===== src/rtl/fetch_pkg.sv =====
// Shared defaults and the fetch-queue entry layout for the instruction-fetch stage.
package fetch_pkg;

   localparam int unsigned FETCH_PC_W     = 16;
   localparam int unsigned FETCH_INSTR_W  = 16;
   localparam int unsigned FETCH_PC_INC   = 2;
   localparam int unsigned FETCH_RESET_PC = 0;
   localparam int unsigned FETCH_FQ_DEPTH = 4;

   typedef struct packed {
      logic [FETCH_INSTR_W-1:0] instr;
      logic [FETCH_PC_W-1:0]    pc;
   } fetch_entry_t;

endpackage


===== src/rtl/fetch_unit_q_if.sv =====
// Fetch-stage bus: redirect/halt control, instruction memory port and decode handshake.
interface fetch_unit_q_if #(
   parameter int unsigned PC_W    = 16,
   parameter int unsigned INSTR_W = 16,
   parameter int unsigned CNT_W   = 3
);
   logic               redirect;
   logic [PC_W-1:0]    redirect_pc;
   logic               halt;
   logic               imem_rd_en;
   logic [PC_W-1:0]    imem_addr;
   logic [INSTR_W-1:0] imem_rdata;
   logic               out_valid;
   logic               out_ready;
   logic [INSTR_W-1:0] out_instr;
   logic [PC_W-1:0]    out_pc;
   logic [PC_W-1:0]    out_seq_pc;
   logic [CNT_W-1:0]   fq_count;

   modport master (
      input  redirect, redirect_pc, halt, imem_rdata, out_ready,
      output imem_rd_en, imem_addr, out_valid, out_instr, out_pc, out_seq_pc, fq_count
   );

   modport slave (
      output redirect, redirect_pc, halt, imem_rdata, out_ready,
      input  imem_rd_en, imem_addr, out_valid, out_instr, out_pc, out_seq_pc, fq_count
   );
endinterface


===== src/rtl/fetch_unit_q_fifo.sv =====
// Synchronous FIFO with occupancy count; flush empties it and dominates a same-cycle push.
module fetch_fifo #(
   parameter int unsigned WIDTH = 32,
   parameter int unsigned DEPTH = 4
) (
   input  logic                       clk,
   input  logic                       rst,
   input  logic                       push_i,
   input  logic [WIDTH-1:0]           data_i,
   input  logic                       pop_i,
   input  logic                       flush_i,
   output logic [WIDTH-1:0]           head_o,
   output logic [$clog2(DEPTH):0]     count_o
);
   localparam int unsigned AW    = $clog2(DEPTH);
   localparam int unsigned CNT_W = AW + 1;

   logic [WIDTH-1:0] mem_q [DEPTH];
   logic [AW-1:0]    wr_ptr_q, wr_ptr_d;
   logic [AW-1:0]    rd_ptr_q, rd_ptr_d;
   logic [CNT_W-1:0] count_q, count_d;
   logic             push_eff_c;

   // Pointer and count update; DEPTH is a power of two so pointers wrap naturally.
   always_comb begin
      push_eff_c = push_i && !flush_i;
      wr_ptr_d   = wr_ptr_q;
      rd_ptr_d   = rd_ptr_q;
      count_d    = count_q;
      if (flush_i) begin
         wr_ptr_d = '0;
         rd_ptr_d = '0;
         count_d  = '0;
      end else begin
         if (push_i) wr_ptr_d = wr_ptr_q + AW'(1);
         if (pop_i)  rd_ptr_d = rd_ptr_q + AW'(1);
         count_d = count_q + CNT_W'(push_i) - CNT_W'(pop_i);
      end
   end

   always_ff @(posedge clk) begin
      if (rst) begin
         wr_ptr_q <= '0;
         rd_ptr_q <= '0;
         count_q  <= '0;
      end else begin
         wr_ptr_q <= wr_ptr_d;
         rd_ptr_q <= rd_ptr_d;
         count_q  <= count_d;
      end
   end

   always_ff @(posedge clk) begin
      if (push_eff_c) mem_q[wr_ptr_q] <= data_i;
   end

   assign head_o  = mem_q[rd_ptr_q];
   assign count_o = count_q;

endmodule


===== src/rtl/fetch_unit_q.sv =====
// Instruction-fetch stage: PC register, credit-based issue to a 1-cycle memory,
// fetch queue of {instr, pc} entries presented to decode over valid/ready.
module fetch_unit_q
   import fetch_pkg::*;
#(
   parameter int unsigned    PC_W     = FETCH_PC_W,
   parameter int unsigned    INSTR_W  = FETCH_INSTR_W,
   parameter int unsigned    PC_INC   = FETCH_PC_INC,
   parameter logic [PC_W-1:0] RESET_PC = PC_W'(FETCH_RESET_PC),
   parameter int unsigned    FQ_DEPTH = FETCH_FQ_DEPTH
) (
   input  logic            clk,
   input  logic            rst,
   fetch_unit_q_if.master  bus
);
   localparam int unsigned CNT_W   = $clog2(FQ_DEPTH) + 1;
   localparam int unsigned OCC_W   = CNT_W + 1;
   localparam int unsigned ENTRY_W = INSTR_W + PC_W;

   logic [PC_W-1:0]    pc_q, pc_d;
   logic               inflight_q, inflight_d;
   logic [PC_W-1:0]    inflight_pc_q, inflight_pc_d;
   logic [CNT_W-1:0]   fq_count;
   logic [ENTRY_W-1:0] head;
   logic [OCC_W-1:0]   occ_c;
   logic               credit_c;
   logic               issue_c;
   logic               out_valid_c;
   logic               pop_c;

   // Credit counts the in-flight fetch, so a returning response always finds a free slot.
   assign occ_c    = OCC_W'(fq_count) + OCC_W'(inflight_q);
   assign credit_c = occ_c < OCC_W'(FQ_DEPTH);

   always_comb begin
      issue_c       = !rst && !bus.redirect && !bus.halt && credit_c;
      pc_d          = pc_q;
      inflight_d    = 1'b0;
      inflight_pc_d = inflight_pc_q;
      if (bus.redirect) begin
         pc_d = bus.redirect_pc;
      end else if (issue_c) begin
         pc_d          = pc_q + PC_W'(PC_INC);
         inflight_d    = 1'b1;
         inflight_pc_d = pc_q;
      end
   end

   always_ff @(posedge clk) begin
      if (rst) begin
         pc_q          <= RESET_PC;
         inflight_q    <= 1'b0;
         inflight_pc_q <= RESET_PC;
      end else begin
         pc_q          <= pc_d;
         inflight_q    <= inflight_d;
         inflight_pc_q <= inflight_pc_d;
      end
   end

   assign out_valid_c = fq_count != '0;
   assign pop_c       = out_valid_c && bus.out_ready;

   // Redirect flushes the queue; the flush also drops a response landing that cycle.
   fetch_fifo #(
      .WIDTH (ENTRY_W),
      .DEPTH (FQ_DEPTH)
   ) u_fifo (
      .clk     (clk),
      .rst     (rst),
      .push_i  (inflight_q),
      .data_i  ({bus.imem_rdata, inflight_pc_q}),
      .pop_i   (pop_c),
      .flush_i (bus.redirect),
      .head_o  (head),
      .count_o (fq_count)
   );

   assign bus.imem_rd_en = issue_c;
   assign bus.imem_addr  = pc_q;
   assign bus.out_valid  = out_valid_c;
   assign bus.out_instr  = head[ENTRY_W-1:PC_W];
   assign bus.out_pc     = head[PC_W-1:0];
   assign bus.out_seq_pc = head[PC_W-1:0] + PC_W'(PC_INC);
   assign bus.fq_count   = fq_count;

endmodule


===== src/flat_wrapper.sv =====
// flat-port wrapper written by rule: the top's interface ports become plain ports
module fetch_unit_q_flat import fetch_pkg::*;
#(
   parameter int unsigned    PC_W     = FETCH_PC_W,
   parameter int unsigned    INSTR_W  = FETCH_INSTR_W,
   parameter int unsigned    PC_INC   = FETCH_PC_INC,
   parameter logic [PC_W-1:0] RESET_PC = PC_W'(FETCH_RESET_PC),
   parameter int unsigned    FQ_DEPTH = FETCH_FQ_DEPTH
)
  (clk, rst, bus_redirect, bus_redirect_pc, bus_halt, bus_imem_rdata, bus_out_ready, bus_imem_rd_en, bus_imem_addr, bus_out_valid, bus_out_instr, bus_out_pc, bus_out_seq_pc, bus_fq_count);
  fetch_unit_q_if #(.PC_W(PC_W), .INSTR_W(INSTR_W), .CNT_W((3))) bus_i ();
  input  logic clk;
  input  logic rst;
  input wire logic [$bits(bus_i.redirect)-1:0] bus_redirect;
  input wire logic [$bits(bus_i.redirect_pc)-1:0] bus_redirect_pc;
  input wire logic [$bits(bus_i.halt)-1:0] bus_halt;
  input wire logic [$bits(bus_i.imem_rdata)-1:0] bus_imem_rdata;
  input wire logic [$bits(bus_i.out_ready)-1:0] bus_out_ready;
  output wire logic [$bits(bus_i.imem_rd_en)-1:0] bus_imem_rd_en;
  output wire logic [$bits(bus_i.imem_addr)-1:0] bus_imem_addr;
  output wire logic [$bits(bus_i.out_valid)-1:0] bus_out_valid;
  output wire logic [$bits(bus_i.out_instr)-1:0] bus_out_instr;
  output wire logic [$bits(bus_i.out_pc)-1:0] bus_out_pc;
  output wire logic [$bits(bus_i.out_seq_pc)-1:0] bus_out_seq_pc;
  output wire logic [$bits(bus_i.fq_count)-1:0] bus_fq_count;
  assign bus_i.redirect = bus_redirect;
  assign bus_i.redirect_pc = bus_redirect_pc;
  assign bus_i.halt = bus_halt;
  assign bus_i.imem_rdata = bus_imem_rdata;
  assign bus_i.out_ready = bus_out_ready;
  assign bus_imem_rd_en = bus_i.imem_rd_en;
  assign bus_imem_addr = bus_i.imem_addr;
  assign bus_out_valid = bus_i.out_valid;
  assign bus_out_instr = bus_i.out_instr;
  assign bus_out_pc = bus_i.out_pc;
  assign bus_out_seq_pc = bus_i.out_seq_pc;
  assign bus_fq_count = bus_i.fq_count;
  fetch_unit_q #(.PC_W(PC_W), .INSTR_W(INSTR_W), .PC_INC(PC_INC), .RESET_PC(RESET_PC), .FQ_DEPTH(FQ_DEPTH)) u_core (.clk(clk), .rst(rst), .bus(bus_i));
endmodule

===== config.mk =====
export PLATFORM = sky130hd
export DESIGN_NAME = fetch_unit_q_flat
export DESIGN_NICKNAME = d
export VERILOG_FILES = /design/src/rtl/fetch_pkg.sv /design/src/rtl/fetch_unit_q_if.sv /design/src/rtl/fetch_unit_q_fifo.sv /design/src/rtl/fetch_unit_q.sv /design/src/flat_wrapper.sv
export SDC_FILE = /design/constraint.sdc
export NUM_CORES = 1
export LEC_CHECK = 0
export ABC_AREA = 1
export CORE_MARGIN = 2
export CORE_UTILIZATION = 45
export CTS_BUF_LIST = sky130_fd_sc_hd__clkbuf_16
export DETAILED_ROUTE_END_ITERATION = 8
export PLACE_DENSITY = 0.68
export SYNTH_ARGS = -nofsm -noshare
export SYNTH_HDL_FRONTEND = slang
export SYNTH_SLANG_ARGS = --single-unit
export TNS_END_PERCENT = 50

===== constraint.sdc =====
create_clock -name clk -period 5.2 [get_ports clk]
set_input_delay 0.78 -clock clk [delete_from_list [all_inputs] [get_ports clk]]
set_output_delay 0.78 -clock clk [all_outputs]
set_load 0.02 [all_outputs]

* After elaboration in Yosys (flattened, before gate mapping) *
Memory sizes are Yosys's and may differ from the RTL's. A register that Yosys moved wholly into a read port is not among the register bits.
Cells that the tools add are included.

operators by class
  $add $sub $neg = 7
  multiply operators = 0
  div/mod/pow operators = 0
  order comparisons = 1
  equality and inequality tests = 0
  shift-type cells = 0
  multiplexer cells = 7
  bitwise gates (word level) = 1
  reduce and logical (&&, ||, !) cells = 12

operator list
  kind                                                 count
  adder 16 x 2 -> 16 bit (second input constant)       2
  2-to-1 mux 16 bit                                    2
  logical AND 1 bit                                    5
  adder 2 x 1 -> 2 bit (second input constant)         2
  adder 3 x 1 -> 4 bit                                 1
  < comparator 4 x 3 -> 1 bit (second input constant)  1
  2-to-1 mux 2 bit                                     2
  adder 3 x 1 -> 3 bit                                 1
  logical NOT 1 bit                                    3
  2-to-1 mux 1 bit                                     3
  nonzero test 3 bit                                   1
  subtractor 3 x 1 -> 3 bit                            1
  AND reduction 2 bit                                  1
  nonzero test 2 bit                                   1
  OR reduction 2 bit                                   1
  inverter 1 bit                                       1

storage, ports and cells
  register bits after elaboration = 40
  bits in latches = 0
  bits in writable memories = 128
  bits in read-only memories = 0
  bits of input ports = 37
  logic and storage cells = 35
  memories kept = 1

memories
  name                 words  width  read ports  clocked after memory_dff  wr ports  RTL line                 source
  u_core.u_fifo.mem_q  4      32     1           1                         1         fetch_unit_q_fifo.sv:18  logic [WIDTH-1:0] mem_q [DEPTH];

* Logic depth before layout (Yosys ltp) *
Gate-level depths: netlist (run 1).

  depth in word-level cells = 6
  mapped depth = 13

* Hierarchy *
Synthesis (run 1) repeated with hierarchy kept, for this count alone.

second synthesis, totals
  cells, all modules = 693
  area total of the unflattened synthesis = 7229.4 um^2

by module, submodules not included
  module        instances  cells each  area each (um^2)  sequential area each (um^2)
  fetch_fifo    1          401         5267.6            4023.9
  fetch_unit_q  1          292         1961.9            660.6

* Worst setup path before layout (run 1) *
Ideal clock, no wire load.

  kind = input-to-reg
  start = input bus_redirect
  end = memory u_core.u_fifo.mem_q[0][0] (enable)
  data arrival time = 2.775 ns
  required time = 4.779 ns
  slack = 2.004 ns
  cell stages on the path = 5
  buffers on the path = 2
  cell sequence = buf_6 -> inv_1 -> clkbuf_1 -> nand2_1 -> nor2_1

between the ends
  word-level cells in the longest chain between the ends = 4

ends and longest elaborated chain
  what                                    RTL line                 source
  start, declared                         flat_wrapper.sv:14       input wire logic [$bits(bus_i.redirect)-1:0] bus_redirect;
  logical NOT 1 bit                       fetch_unit_q_fifo.sv:26  push_eff_c = push_i && !flush_i;
  logical AND 1 bit                       fetch_unit_q_fifo.sv:26
  2-to-1 mux 1 bit                        fetch_unit_q_fifo.sv:54  if (push_eff_c) mem_q[wr_ptr_q] <= data_i;
  2-to-1 mux 1 bit (implied by the code)  fetch_unit_q_fifo.sv:54
  end, declared                           fetch_unit_q_fifo.sv:18

No other way between the ends.

==> results by group, run 1 <==
Routing
  – Vias/cell: 5.06
  – Via count: 5301
  – Final WL: 15.7 mm
  – Drc violations: 0
  – Router iterations before antenna repair: 5
  – Post-DR wirelength/cell: 15.0 um
  – DRT antenna net count: 0
  – Iteration-0 DRC Markers: 408

Final layout
  – Area Growth Syn to Fin: 23.6%
  – Final core occ: 0.572
  – Nets: 866
  – FILL cells: 1359
  – Layout cells sized above 1: 0.0865
  – N_diodes: 0

Pwr
  – Max rail drop VDD: 245 uV
  – Combinational share of power: 0.071
  – PwrDens: 324 nW/um2
  – Pleak: 3.42 nW
  – Clock share of power: 0.422
  – Proportion of power drawn by flip-flops and latches: 0.507
  – P_sw: 0.669 mW
  – Switching share of power: 0.227
  – Int Power: 2.28 mW

STA
  – Post-route clock period utilization: 0.780
  – Post-layout minimum cycle time: 4.06 ns
  – Fmax: 246 MHz
  – Setup violators final: 0
  – Worst Hold Margin: 0.485 ns
  – RSZ-0062 raised after global routing: false
  – Final Max Tran Viols: 0
  – Worst-Margin Slew: 1.09 ns
  – Final Skew: 0.0103 ns
  – Post-Route Setup TNS: 0 ns
  – Rel. slew slack: 0.275
  – Fin. Hold Viols: 0

GRT
  – Vias in the first global route: 5078
  – Pin count of the biggest net entering global routing: 67
  – First-pass GRT wire length: 25.6 mm
  – Total track usage: 0.183
  – Grt total ovfl: 0
  – Initial antenna violation count: 0

Synth
  – Post-Synthesis Cells: 723
  – Synth cell count leaders: nand2_1, edfxtp_1, nor2_1, nand3_1, o21ai_0
  – #FFs+latches synth: 170
  – Yosys top cell area share: 0.521
  – Ranking of synthesized cells by area: edfxtp_1, dfxtp_1, nand2_1, nor2_1, nand3_1
  – Avg Inst Size Synth: 10.2 um2
  – Post-synth EDFFs: 128
  – Syn nets: 770
  – Area leader, netlist: edfxtp_1
  – Post-synth cell types: 30
  – Count leader, synth: nand2_1
  – Post-synthesis cell area: 7380 um2
  – Synth Flop Type: edfxtp_1
  – Syn. warnings: 0
  – Async SR Flop Fraction: 0
  – Sequential share of the synthesized area: 0.635

Clock network
  – CTS H-tree lvls: 4
  – Maximum root-to-sink buffer count: 2
  – Worst skew pair latency: 0.42 ns
  – CTS sink count: 170
  – Post-CTS Resized: 0
  – Clock root buffer master: clkbuf_16
  – TritonCTS Buffers: 17
  – Clock Pin Slew Worst Setup and Hold Paths: 0.06 ns
  – CTS Hold Bufs: 0
  – CTS tree: yes
  – Post-CTS Setup Repair Bufs: 0

Critical path
  – CP startpoint kind: flip-flop
  – Worst setup EP type: output port
  – Crit path max fanout: 34
  – Worst EP arrival: 3.28 ns
  – CP required: 4.42 ns
  – Setup CP Type: flip-flop to output port

Floorplan
  – Die footprint: 17400 um2
  – Core region area: 15900 um2
  – Die width: 132 um
  – Io pins: 106
  – Initial core utilization: 0.463
  – Die Ht: 132 um
  – # rows: 46

Status
  – Status: complete, no violations

Job
  – Max Cap Viol: 0

Placement
  – Post-DP HPWL: 9.97 mm
  – Final GP Congestion: 0.831
  – Port bufs: 105

Min path
  – Worst hold-check path type: flip-flop to flip-flop
flip-flops by register name, indices dropped and copies added, names as in the netlist, named ones only:
signal	flops
u_core.inflight_pc_q	16
u_core.u_fifo.rd_ptr_q	2
u_core.u_fifo.mem_q	128
u_core.bus.imem_addr	16
u_core.u_fifo.count_o	3
u_core.u_fifo.wr_ptr_q	2
u_core.inflight_q	1
kinds of logic (layout without fill, tap and decap cells):
group           after synthesis  count (layout)  synth area share
buf+inv                      87             196            0.0600
xor+xnor                     10              10            0.0119
compound gates              106             106            0.0770
simple gates                340             340             0.198
fa+ha+maj                    10              10            0.0180
flops                       170             170             0.635
worst max-delay path: stages (launching register included):
cell and delay (ns):
dfxtp_1 0.30, buf_4 0.25, inv_2 0.57, o211ai_1 0.21
nand2_1 0.23, ha_1 0.22, nand2_2 0.11, nor2_1 0.18
nand3_1 0.11, nand2_1 0.08, clkdlybuf4s50_1 0.60
layout by cell type (no fill, tap or decap), types with 3 or more instances in the layout:
cell type	instances
nand4_1	5
inv_1	48
nand3_1	52
dfxtp_1	41
nand2_1	173
clkdlybuf4s50_1	105
buf_4	4
xor2_1	8
nor2_2	7
nand2_2	10
nor2_4	8
ha_1	9
o21ai_0	49
inv_6	3
a21oi_1	34
o22ai_1	17
clkinvlp_4	3
nor2_1	78
inv_2	6
nand3_2	5
edfxtp_1	128
inv_8	3
a21boi_0	3
clkbuf_16	17
power by group through the flow:
| stage | combinational (mW) | sequential [mW] | clock (mW) |
|---|---|---|---|
| floorplan | 0.107 | 1.53 | 0 |
| global placement | 0.207 | 1.53 | 0 |
| detailed placement | 0.209 | 1.53 | 0 |
| CTS | 0.211 | 1.50 | 1.26 |
| global route | 0.229 | 1.50 | 1.31 |
| finish | 0.209 | 1.50 | 1.25 |
path summary, 6_finish.rpt:
kind / startpoint / end / slack, ns / cells after the start
max: flip-flop / bus_out_seq_pc[13] / 1.14 / 10
min: u_core.u_fifo.rd_ptr_q[0]$_SDFFE_PP0P_ / u_core.u_fifo.rd_ptr_q[0]$_SDFFE_PP0P_ / 0.48 / 1
max reg2reg: u_core.inflight_q$_SDFF_PP0_ / u_core.u_fifo.mem_q[0][19]$_DFFE_PP_ / 3.25 / 2
min reg2reg: u_core.u_fifo.rd_ptr_q[0]$_SDFFE_PP0P_ / u_core.u_fifo.rd_ptr_q[0]$_SDFFE_PP0P_ / 0.48 / 1
cell type report:
type | count | area, um2 | area share
Clock buffer | 17 | 425 | 0.0466
Clock inverter | 15 | 164 | 0.0180
Inverter | 55 | 211 | 0.0232
Multi-Input combinational cell | 466 | 2280 | 0.250
Sequential cell | 170 | 4690 | 0.514
Tap cell | 216 | 270 | 0.0296
Timing Repair Buffer | 109 | 1080 | 0.119
metrics by stage:
| stage | std cells | total power [mW] | instance area [um2] | setup slack (ns) |
|---|---|---|---|---|
| floorplan | 723 | 1.64 | 7380 | 2.00 |
| global placement | 1016 | 1.73 | 8530 | 1.28 |
| detailed placement | 1016 | 1.74 | 8530 | 1.24 |
| CTS | 1048 | 2.97 | 9120 | 1.09 |
| global route | 1048 | 3.04 | 9120 | 0.920 |
| finish | 1048 | 2.95 | 9120 | 1.14 |
per-layer routing:
layer | vias to the layer above | track usage | wire length (um)
li1 | 2639 | - | -
met4 | 0 | 0.0556 | 189
met2 | 175 | 0.295 | 7460
met5 | - | 0 | 0
met3 | 16 | 0.0346 | 919
met1 | 2471 | 0.252 | 7120
No activity file was read; power rests on OpenSTA's default activity.
==> run 2: changes to the inputs <==
--- a/config.mk
+++ b/config.mk
@@ -10,7 +10,7 @@
 export CORE_UTILIZATION = 45
 export CTS_BUF_LIST = sky130_fd_sc_hd__clkbuf_16
 export DETAILED_ROUTE_END_ITERATION = 8
-export PLACE_DENSITY = 0.68
+export PLACE_DENSITY = 0.71
 export SYNTH_ARGS = -nofsm -noshare
 export SYNTH_HDL_FRONTEND = slang
 export SYNTH_SLANG_ARGS = --single-unit
==> constraint.sdc (replaced) <==
create_clock -name clk -period 3.6 [get_ports clk]
set_input_delay 0.54 -clock clk [delete_from_list [all_inputs] [get_ports clk]]
set_output_delay 0.54 -clock clk [all_outputs]
set_load 0.02 [all_outputs]
==> results by group, run 2 (synthesis results as in run 1) <==
STA
  – Post-route clock period utilization: 0.924
  – Final Skew: 0.00694 ns
  – Final Max Tran Viols: 0
  – Fin. Hold Viols: 0
  – Worst-Margin Slew: 0.521 ns
  – Setup violators final: 0
  – RSZ-0062 raised after global routing: false
  – Fmax: 300 MHz
  – Post-Route Setup TNS: 0 ns
  – Rel. slew slack: 0.653
  – Post-layout minimum cycle time: 3.33 ns

Routing
  – Iteration-0 DRC Markers: 497
  – Drc violations: 0
  – Final WL: 15.7 mm
  – Vias/cell: 5.01
  – Router iterations before antenna repair: 5
  – DRT antenna net count: 0
  – Via count: 5306
  – Post-DR wirelength/cell: 14.8 um

Final layout
  – Layout cells sized above 1: 0.0973
  – Commonest non-fill, non-tap cell in the layout: nand2_1
  – Most frequent cells in the layout: nand2_1, edfxtp_1, clkdlybuf4s50_1, nor2_1, nand3_1
  – FILL cells: 1343
  – N_diodes: 0
  – Nets: 877
  – Largest Register: u_core.u_fifo.mem_q
  – Largest register FFs: 128
  – Area Growth Syn to Fin: 25.9%

Clock network
  – Post-CTS Resized: 0
  – Clock Pin Slew Worst Setup and Hold Paths: 0.06 ns
  – TritonCTS Buffers: 17
  – CTS tree: yes
  – CTS sink count: 170
  – Clock root buffer master: clkbuf_16
  – CTS H-tree lvls: 4
  – Post-CTS Setup Repair Bufs: 0
  – Maximum root-to-sink buffer count: 2
  – Worst skew pair latency: 0.42 ns
  – CTS Hold Bufs: 0

Critical path
  – Most used cell, CP: nand2_1
  – Critical R2R Launch: u_core.u_fifo.count_o[1]$_SDFF_PP0_
  – CP max stage cell: clkdlybuf4s50_1
  – CP required: 3.06 ns
  – Worst EP arrival: 2.79 ns
  – CP peak stage delay: 0.61 ns
  – Worst setup EP type: output port
  – Crit path max fanout: 39
  – CP bufs+invs: 3
  – Worst R2R Setup Slack: 1.65 ns
  – Crit-path cells: buf_4, nand2_1, nand3_1, nand2_1, inv_1, ha_1, nand2_2, nor2_4, nand3_1, nand2_1, clkdlybuf4s50_1
  – Largest delay share family, worst path: buffers and inverters
  – Worst setup endpoint: bus_out_seq_pc[15]
  – CP startpoint kind: flip-flop
  – FF-to-FF path depth: 11
  – CP Depth: 11
  – Worst flop-to-flop path endpoint: u_core.u_fifo.count_o[2]$_SDFF_PP0_
  – Setup CP Type: flip-flop to output port

GRT
  – Vias in the first global route: 4964
  – Total track usage: 0.184
  – Initial antenna violation count: 0
  – Grt total ovfl: 0
  – Pin count of the biggest net entering global routing: 40
  – First-pass GRT wire length: 25.3 mm

Floorplan
  – Die Ht: 132 um
  – Core region area: 15900 um2
  – # rows: 46
  – Io pins: 106
  – Die width: 132 um
  – Die footprint: 17400 um2
  – Initial core utilization: 0.463

Pwr
  – PwrDens: 472 nW/um2
  – Clock share of power: 0.436
  – Max rail drop VDD: 373 uV
  – Switching share of power: 0.217
  – Int Power: 3.43 mW
  – Combinational share of power: 0.070
  – Proportion of power drawn by flip-flops and latches: 0.493
  – Total chip power: 4.38 mW
  – Pleak: 3.51 nW
  – P_sw: 0.949 mW

Placement
  – Port bufs: 105
  – Final GP Congestion: 0.797
  – Post-DP HPWL: 10.0 mm

Status
  – Status: complete, no violations

Job
  – Max Cap Viol: 0

Min path
  – Worst hold-check path type: flip-flop to flip-flop
==> run 2: changes by cell type in the layout (fill, tap and decap cells not counted), sizes merged <==
cell      change
buf          +11
bufinv        +2
clkinvlp      -2
==> run 2: cell type report <==
| type | instances | area [um2] | share of cell area |
|---|---|---|---|
| Timing Repair Buffer | 120 | 1210 | 0.131 |
| Inverter | 55 | 211 | 0.0228 |
| Clock inverter | 15 | 199 | 0.0214 |
| Tap cell | 216 | 270 | 0.0291 |
| Sequential cell | 170 | 4690 | 0.505 |
| Multi-Input combinational cell | 466 | 2280 | 0.246 |
| Clock buffer | 17 | 425 | 0.0458 |
==> run 2: routing by layer <==
metal | vias to the layer above | track usage | wire length [um]
li1 | 2653 | - | -
met1 | 2481 | 0.249 | 7270
met2 | 158 | 0.294 | 7370
met3 | 14 | 0.0461 | 909
met4 | 0 | 0.0507 | 131
met5 | - | 0 | 0
==> run 2: power groups by stage <==
| stage | clock network, mW | registers (mW) | logic (mW) |
|---|---|---|---|
| finish | 1.91 | 2.16 | 0.308 |
| global route | 2.02 | 2.16 | 0.337 |
| CTS | 1.94 | 2.16 | 0.311 |
| detailed placement | 0 | 2.20 | 0.309 |
| global placement | 0 | 2.20 | 0.307 |
| floorplan | 0 | 2.21 | 0.154 |
==> run 2: how the worst min path moves through the flow <==
stage,start,end,depth (start not counted)
after CTS,u_core.u_fifo.rd_ptr_q[0]$_SDFFE_PP0P_,u_core.u_fifo.rd_ptr_q[0]$_SDFFE_PP0P_,1
after detailed placement,u_core.u_fifo.rd_ptr_q[0]$_SDFFE_PP0P_,flip-flop,1
after floorplan,u_core.u_fifo.rd_ptr_q[1]$_SDFFE_PP0P_,flip-flop,2
final,u_core.u_fifo.rd_ptr_q[0]$_SDFFE_PP0P_,flip-flop,1
after global placement,u_core.u_fifo.rd_ptr_q[0]$_SDFFE_PP0P_,u_core.u_fifo.rd_ptr_q[0]$_SDFFE_PP0P_,1
after global routing,u_core.u_fifo.rd_ptr_q[0]$_SDFFE_PP0P_,u_core.u_fifo.rd_ptr_q[0]$_SDFFE_PP0P_,1
==> run 2: worst register-to-register path: stages, from the launching register on <==
cell and delay (ns):
dfxtp_1 0.45, nor2_1 0.07, nand2_1 0.07, nand2_1 0.06, inv_1 0.14, ha_1 0.25, inv_1 0.06, ha_1 0.13
inv_1 0.04, fa_1 0.37, xnor2_1 0.16, nor2_1 0.06
==> run 2: per-stage QoR <==
step / hold slack [ns] / cell area, um2 / utilization / std cells / setup WS, ns
2_1_floorplan: 0.436 / 7380 / - / 723 / 0.644
3_3_place_gp: 0.457 / 8660 / 0.543 / 1027 / 0.740
3_5_place_dp: 0.470 / 8660 / 0.543 / 1027 / 0.700
6_report: 0.485 / 9290 / 0.583 / 1059 / 0.272
4_1_cts: 0.488 / 9290 / 0.583 / 1059 / 0.242
5_1_grt: 0.514 / 9290 / 0.583 / 1059 / 0.0524
==> run 3: changes to the inputs <==
--- a/config.mk
+++ b/config.mk
@@ -7,10 +7,10 @@
 export LEC_CHECK = 0
 export ABC_AREA = 1
 export CORE_MARGIN = 2
-export CORE_UTILIZATION = 45
+export CORE_UTILIZATION = 43
 export CTS_BUF_LIST = sky130_fd_sc_hd__clkbuf_16
 export DETAILED_ROUTE_END_ITERATION = 8
-export PLACE_DENSITY = 0.71
+export PLACE_DENSITY = 0.68
 export SYNTH_ARGS = -nofsm -noshare
 export SYNTH_HDL_FRONTEND = slang
 export SYNTH_SLANG_ARGS = --single-unit
==> results by group, run 3 (synthesis results as in run 1) <==
Final layout
  – N_diodes: 0
  – Largest register FFs: 128
  – Area Growth Syn to Fin: 24.4%
  – Commonest non-fill, non-tap cell in the layout: nand2_1
  – Layout cells sized above 1: 0.0938
  – Most frequent cells in the layout: nand2_1, edfxtp_1, clkdlybuf4s50_1, nor2_1, nand3_1
  – Nets: 876
  – Largest Register: u_core.u_fifo.mem_q
  – Fin cells: 1062

Floorplan
  – Io pins: 106
  – Die footprint: 18200 um2
  – # rows: 47
  – Die width: 135 um
  – Initial core utilization: 0.442
  – Die Ht: 135 um
  – Core region area: 16700 um2

Placement
  – Dpl cells: 1030
  – Final GP Congestion: 0.814
  – Port bufs: 105
  – Post-DP HPWL: 10.3 mm

Clock network
  – Post-CTS Setup Repair Bufs: 0
  – Maximum root-to-sink buffer count: 2
  – CTS tree: yes
  – Clock root buffer master: clkbuf_16
  – Clock Pin Slew Worst Setup and Hold Paths: 0.06 ns
  – CTS H-tree lvls: 4
  – CTS sink count: 170
  – CTS Hold Bufs: 0
  – Worst skew pair latency: 0.42 ns
  – Post-CTS Resized: 0
  – TritonCTS Buffers: 17

GRT
  – First-pass GRT wire length: 25.9 mm
  – Total track usage: 0.186
  – Grt total ovfl: 0
  – Pin count of the biggest net entering global routing: 41
  – Vias in the first global route: 5127
  – Initial antenna violation count: 0

Critical path
  – Worst flop-to-flop path endpoint: u_core.u_fifo.count_o[2]$_SDFF_PP0_
  – FF-to-FF path depth: 11
  – Worst EP arrival: 2.77 ns
  – CP startpoint kind: flip-flop
  – Worst setup EP type: output port
  – Crit path max fanout: 38
  – Setup CP Type: flip-flop to output port
  – Critical R2R Launch: u_core.u_fifo.count_o[1]$_SDFF_PP0_
  – Worst R2R Setup Slack: 1.64 ns
  – CP required: 3.06 ns
  – Worst setup endpoint: bus_out_seq_pc[15]

STA
  – Post-route clock period utilization: 0.920
  – Final Max Tran Viols: 0
  – Rel. slew slack: 0.672
  – Worst Hold Margin: 0.483 ns
  – Fin. Hold Viols: 0
  – Fmax: 302 MHz
  – Worst-Margin Slew: 0.492 ns
  – RSZ-0062 raised after global routing: false
  – Post-layout minimum cycle time: 3.31 ns
  – Post-Route Setup TNS: 0 ns
  – Setup violators final: 0
  – Final Skew: 0.00948 ns

Routing
  – Drc violations: 0
  – Post-DR wirelength/cell: 15.1 um
  – DRT antenna net count: 0
  – Final WL: 16.1 mm
  – Via count: 5255
  – Router iterations before antenna repair: 5
  – Vias/cell: 4.95
  – Iteration-0 DRC Markers: 398

Status
  – Status: complete, no violations

Pwr
  – PwrDens: 466 nW/um2
  – Pleak: 3.48 nW
  – Max rail drop VDD: 352 uV

Min path
  – Worst hold-check path type: flip-flop to flip-flop

Job
  – Max Cap Viol: 0
[run 3: cell types whose count changed in the layout (fill, tap and decap cells not counted), sizes merged]
cell,previous run,this run
bufinv,4,3
clkinvlp,1,3
inv,60,59
buf,15,14
[run 3: routing by layer]
layer / wire length (um) / track usage / part of all wire / up-vias
met3: 894 / 0.0379 / 0.056 / 17
met5: 0 / 0 / 0 / -
met2: 7810 / 0.308 / 0.49 / 160
met1: 7090 / 0.241 / 0.44 / 2419
li1: - / - / - / 2659
met4: 279 / 0.0729 / 0.017 / 0
[run 3: layout make-up]
cell class | count | area, um2
Fill cell | 1460 | 7520
Inverter | 55 | 211
Clock inverter | 15 | 161
Timing Repair Buffer | 119 | 1160
Sequential cell | 170 | 4690
Tap cell | 220 | 275
Clock buffer | 17 | 425
Multi-Input combinational cell | 466 | 2260
[run 3: critical path: stages, from the launching register on]
cell	delay [ns]
dfxtp_2	0.34
inv_6	0.18
buf_4	0.40
nand2_1	0.15
nand3_2	0.11
nand2_2	0.09
nor2_1	0.11
nand2_1	0.07
nor2_2	0.12
nand3_1	0.07
nand2_1	0.09
clkdlybuf4s50_1	0.60
[run 3: report_power, final]
part	switching [mW]	total, mW	internal [mW]
sequential	0.0323	2.16	2.13
combinational	0.169	0.305	0.136
clock	0.729	1.81	1.08
total	0.930	4.28	3.35
[run 3: stage by stage]
step           setup slack (ns)  power (mW)  utilization  area [um2]
2_1_floorplan             0.644        2.36            -        7380
3_3_place_gp              0.767        2.51        0.514        8590
3_5_place_dp              0.749        2.51        0.514        8590
4_1_cts                   0.241        4.30        0.550        9180
5_1_grt                  0.0610        4.42        0.550        9180
6_report                  0.290        4.28        0.550        9180
[run 3: how the worst min path moves through the flow]
stage | cells after the start | to | from | slack [ns]
2_1_floorplan | 2 | flip-flop | u_core.u_fifo.rd_ptr_q[1]$_SDFFE_PP0P_ | 0.44
6_report | 1 | u_core.u_fifo.rd_ptr_q[0]$_SDFFE_PP0P_ | u_core.u_fifo.rd_ptr_q[0]$_SDFFE_PP0P_ | 0.48
4_1_cts | 1 | u_core.u_fifo.rd_ptr_q[0]$_SDFFE_PP0P_ | u_core.u_fifo.rd_ptr_q[0]$_SDFFE_PP0P_ | 0.48
5_1_grt | 2 | u_core.inflight_pc_q[0]$_SDFFE_PP0P_ | u_core.bus.imem_addr[0]$_SDFFE_PP0P_ | 0.51
3_5_place_dp | 1 | u_core.u_fifo.rd_ptr_q[0]$_SDFFE_PP0P_ | u_core.u_fifo.rd_ptr_q[0]$_SDFFE_PP0P_ | 0.47
3_3_place_gp | 1 | u_core.u_fifo.rd_ptr_q[0]$_SDFFE_PP0P_ | u_core.u_fifo.rd_ptr_q[0]$_SDFFE_PP0P_ | 0.45
